<file path="config.mk">
export PLATFORM = sky130hd
export DESIGN_NAME = rand_target_sel
export DESIGN_NICKNAME = d
export VERILOG_FILES = /design/src/rtl/rand_target_pkg.sv /design/src/rtl/rand_target_accept.sv /design/src/rtl/rand_target_sel.sv
export SDC_FILE = /design/constraint.sdc
export NUM_CORES = 1
export LEC_CHECK = 0
export ABC_AREA = 1
export CAP_MARGIN = 20
export CELL_PAD_IN_SITES_DETAIL_PLACEMENT = 0
export CELL_PAD_IN_SITES_GLOBAL_PLACEMENT = 1
export CORE_MARGIN = 5
export CORE_UTILIZATION = 32
export CTS_CLUSTER_SIZE = 30
export DETAILED_ROUTE_END_ITERATION = 10
export MAX_ROUTING_LAYER = met4
export PLACE_DENSITY = 0.81
export SYNTH_ARGS = -nofsm -noshare
export SYNTH_HDL_FRONTEND = slang
export SYNTH_HIERARCHICAL = 1
export SYNTH_SLANG_ARGS = --single-unit
</file>
<file path="constraint.sdc">
create_clock -name clk -period 1.75 [get_ports clk]
set_input_delay 0.175 -clock clk [delete_from_list [all_inputs] [get_ports clk]]
set_output_delay 0.175 -clock clk [all_outputs]
set_load 0.02 [all_outputs]
</file>
<file path="src/rtl/rand_target_pkg.sv">
// Shared types and constants for the random target selector.
// The state encoding and default sizing live here so that the top module and
// any consumer of the selector agree on them.
package rand_target_pkg;

    typedef enum logic [1:0] {
        IDLE = 2'd0,
        DRAW = 2'd1,
        HOLD = 2'd2
    } state_t;

    localparam int TARGETS_DEFAULT = 12;
    localparam int IDX_W_DEFAULT   = 4;
    localparam int TRIES_DEFAULT   = 8;
    localparam int LFSR_W          = 13;

endpackage

</file>
<file path="src/rtl/rand_target_accept.sv">
// Combinational accept/fallback decision for one rejection-sampling candidate.
// Build option: RAND_TARGET_NO_REPEAT_EN
//   defined   - a candidate equal to the previous target is rejected, and the
//               fallback steps to the next index after the previous target.
//   undefined - only the range check applies; the fallback folds the final
//               out-of-range candidate back into range by subtracting
//               NUM_TARGETS (always fits because 2^IDX_W <= 2*NUM_TARGETS).
module rand_target_accept
    import rand_target_pkg::*;
#(
    parameter int NUM_TARGETS = TARGETS_DEFAULT,
    parameter int IDX_W       = IDX_W_DEFAULT
) (
    input  logic [IDX_W-1:0] cand,
    input  logic [IDX_W-1:0] last,
    input  logic             hist_vld,
    output logic             accept,
    output logic [IDX_W-1:0] fallback
);

    // One extra bit so NUM_TARGETS == 2^IDX_W is representable.
    localparam logic [IDX_W:0] NT = (IDX_W+1)'(NUM_TARGETS);

    logic in_range;
    assign in_range = ({1'b0, cand} < NT);

`ifdef RAND_TARGET_NO_REPEAT_EN
    localparam logic [IDX_W-1:0] LAST_IDX = IDX_W'(NUM_TARGETS - 1);
    localparam logic [IDX_W-1:0] ONE      = IDX_W'(1);

    assign accept   = in_range && !(hist_vld && (cand == last));
    assign fallback = !hist_vld          ? '0 :
                      (last == LAST_IDX) ? '0 :
                                           (last + ONE);
`else
    // Modular subtraction: only used when cand >= NUM_TARGETS.
    localparam logic [IDX_W-1:0] NT_LO = NT[IDX_W-1:0];

    logic unused_hist;
    assign unused_hist = ^{last, hist_vld};

    assign accept   = in_range;
    assign fallback = cand - NT_LO;
`endif

endmodule

</file>
<file path="src/rtl/rand_target_sel.sv">
// Bounded random target selector: on request, draws an index in
// 0..NUM_TARGETS-1 from the low bits of a free-running LFSR by rejection
// sampling, gives up after MAX_TRIES draw cycles with a deterministic
// fallback, and holds the result under a valid/ack handshake.
// Build option: RAND_TARGET_NO_REPEAT_EN (resolved in rand_target_accept)
// forbids two consecutive targets from being equal.
module rand_target_sel
    import rand_target_pkg::*;
#(
    parameter int NUM_TARGETS = TARGETS_DEFAULT,
    parameter int IDX_W       = IDX_W_DEFAULT,
    parameter int MAX_TRIES   = TRIES_DEFAULT
) (
    input  logic              clk,
    input  logic              rst,
    input  logic [LFSR_W-1:0] random,
    input  logic              req,
    input  logic              ack,
    output logic              busy,
    output logic              valid,
    output logic [IDX_W-1:0]  target
);

    // Wide enough to hold MAX_TRIES-1 with headroom; it stops there, never wraps.
    localparam int               TRY_W    = $clog2(MAX_TRIES) + 1;
    localparam logic [TRY_W-1:0] LAST_TRY = TRY_W'(MAX_TRIES - 1);
    localparam logic [TRY_W-1:0] TRY_ONE  = TRY_W'(1);

    state_t           state;
    logic [TRY_W-1:0] tries;
    logic [IDX_W-1:0] last_q;
    logic             hist_vld;

    logic [IDX_W-1:0] cand;
    logic             accept;
    logic [IDX_W-1:0] fallback;

    // Only the low IDX_W bits of the LFSR word drive the draw.
    logic [LFSR_W-IDX_W-1:0] unused_random_hi;
    assign unused_random_hi = random[LFSR_W-1:IDX_W];
    assign cand             = random[IDX_W-1:0];

    rand_target_accept #(
        .NUM_TARGETS (NUM_TARGETS),
        .IDX_W       (IDX_W)
    ) u_accept (
        .cand     (cand),
        .last     (last_q),
        .hist_vld (hist_vld),
        .accept   (accept),
        .fallback (fallback)
    );

    // Control FSM with registered handshake outputs, tries counter and history.
    always_ff @(posedge clk) begin
        if (rst) begin
            state    <= IDLE;
            tries    <= '0;
            busy     <= 1'b0;
            valid    <= 1'b0;
            target   <= '0;
            last_q   <= '0;
            hist_vld <= 1'b0;
        end else begin
            case (state)
                IDLE: begin
                    if (req) begin
                        state <= DRAW;
                        tries <= '0;
                        busy  <= 1'b1;
                    end
                end
                DRAW: begin
                    if (accept) begin
                        target   <= cand;
                        last_q   <= cand;
                        hist_vld <= 1'b1;
                        valid    <= 1'b1;
                        state    <= HOLD;
                    end else if (tries == LAST_TRY) begin
                        target   <= fallback;
                        last_q   <= fallback;
                        hist_vld <= 1'b1;
                        valid    <= 1'b1;
                        state    <= HOLD;
                    end else begin
                        tries <= tries + TRY_ONE;
                    end
                end
                HOLD: begin
                    // A req arriving together with ack is dropped on purpose.
                    if (ack) begin
                        valid <= 1'b0;
                        busy  <= 1'b0;
                        state <= IDLE;
                    end
                end
                default: begin
                    state <= IDLE;
                    valid <= 1'b0;
                    busy  <= 1'b0;
                end
            endcase
        end
    end

endmodule

</file>
==> results.txt <==
status = completed
Post-Place Setup Slack = 117 ps
reg2reg start = tries[0]
Final Net Count = 133
CTS Hold Bufs = 0
Max-slew headroom = 80.3%
largest net degree at the start of global routing = 9
cell family with most CP delay = buffers and inverters
CP Cell Sequence = clkdlybuf4s50_1
Switch Pwr = 0.233 mW
Final TNS setup = 0 ps
RSZ-0062 raised after global routing = no
share of post-route cells with drive strength above 1 = 14.2%
worst path bufs/invs = 1
clk slew on worst S/H paths = 80 ps
worst min-delay path class = flop to flop
Syn Inst Count = 97
DRT iter0 DRCs = 2
peak supply drop = 476 uV
Final Power = 0.753 mW
# DRC = 0
Final Cycle Share = 79.2%
Routed Antenna Nets = 0
Synthesized Nets = 116
delay of the slowest cell on the worst path = 600 ps
Critical Path Source Type = flop
CP Class = flop to primary output
TritonCTS buffer count = 3
fin area = 843 sq um
DRT Pass-1 Iters = 2
Comb pwr share = 27.3%
clock power share = 29.5%
GP Congestion = 0.744
fin cells = 140
CP max stage cell = clkdlybuf4s50_1
Critical Path Start = last_q[0]
synth warn = 6
post-CTS sizing = 0
Via-to-Cell Ratio = 4.40
Final WS setup = 365 ps
min-delay src = busy
PD cells = 892 nW/um^2
die height = 55.1 um
syn_area_per_cell = 6.71 sq um
Fin Hold WS = 471 ps
dpl cells = 136
Port Buffers = 13
# diodes = 0
final setup violation count = 0
CORE AREA = 1940 sq um
critical path arrival = 1210 ps
Vias = 616
area delta synth->final = 29.6%
CTS root buf = clkbuf_4
total die area = 3030 sq um
htree depth = 1
Area after DPL = 807 sq um
die span in x = 55.1 um
Max Transition Viols Final = 0
worst endpoint required time = 1570 ps
CTS Sinks = 12
register share of total power = 43.2%
WL/cell = 9.26 um
Clock Path Buffers = 2
CP Capture Type = primary output
Sw Share = 30.9%
fmax = 722 MHz
Total GRT Usage = 10.6%
post-CTS setup buffers = 0
# rows = 16
initial core utilization = 33.5%
Skew-Pair Late Insertion Delay = 270 ps
leakage = 0.371 nW
max-cap check violation count = 0
CTS tree = yes
Synth Cell Area = 651 sq um
final setup skew = 2.75 ps
total grt overflow = 0
Ports = 23
min Tclk post-route = 1390 ps
Final Hold Fails = 0
post-layout util = 43.4%
Crit Path Max Fanout = 2
first-pass GRT wire length = 2.26 mm
post-DP HPWL = 1.04 mm
initial antenna violation count = 0
Int Pwr = 0.520 mW
number of global-route vias before repair = 583
drt total wl = 1.30 mm
worst slew pin tran = 293 ps
==> registers in the layout (all words and copies together), names as in the netlist <==
register  flops
state         2
last_q        4
busy          1
valid         1
tries         4
==> power by group through the flow <==
stage                     sequential (mW)  clock, mW  combinational (mW)
after floorplan                     0.349          0               0.112
after global placement              0.332          0               0.204
after detailed placement            0.332          0               0.208
after CTS                           0.326      0.228               0.208
after global routing                0.331      0.240               0.230
final                               0.325      0.222               0.205
==> worst register-to-register path: cells and delay by family, from the launching register on <==
| kind | cells | cell delay, ps |
|---|---|---|
| flops | 1 | 380 |
| simple gates | 4 | 380 |
| fa+ha+maj | 1 | 240 |
| compound gates | 1 | 160 |
==> cells in the final DEF (no fill, tap or decap), types with 2 or more instances in the layout <==
cell,count
clkdlybuf4s50_1,13
clkbuf_4,3
inv_2,2
a21oi_1,3
nand3_1,3
nand4_1,2
ha_1,2
nor2_1,18
nand2_1,28
o21ai_0,3
nand2_2,3
dfxtp_1,12
inv_1,9
nand3_2,2
o21ai_1,3
==> final timing paths <==
kind / end / slack (ps) / depth (start not counted)
hold / removal: busy / 470 / 2
setup / recovery: target[0] / 360 / 1
setup reg to reg: last_q[0] / 490 / 6
hold reg to reg: busy / 470 / 2
==> area by class of cell <==
| type | count | area [sq um] |
|---|---|---|
| Clock buffer | 4 | 36.3 |
| Inverter | 12 | 46.3 |
| Multi-Input combinational cell | 71 | 349 |
| Timing Repair Buffer | 14 | 138 |
| Fill cell | 228 | 1100 |
| Sequential cell | 12 | 240 |
| Tap cell | 27 | 33.8 |
==> routing by layer <==
| layer | vias to the layer above | global-route usage (%) | wire length (um) |
|---|---|---|---|
| met5 | - | - | 0 |
| met4 | 0 | 4.86 | 18 |
| met3 | 4 | 2.41 | 60 |
| met2 | 12 | 18.1 | 561 |
| met1 | 264 | 11.8 | 657 |
| li1 | 336 | - | - |
No activity file was read; power rests on OpenSTA's default activity.
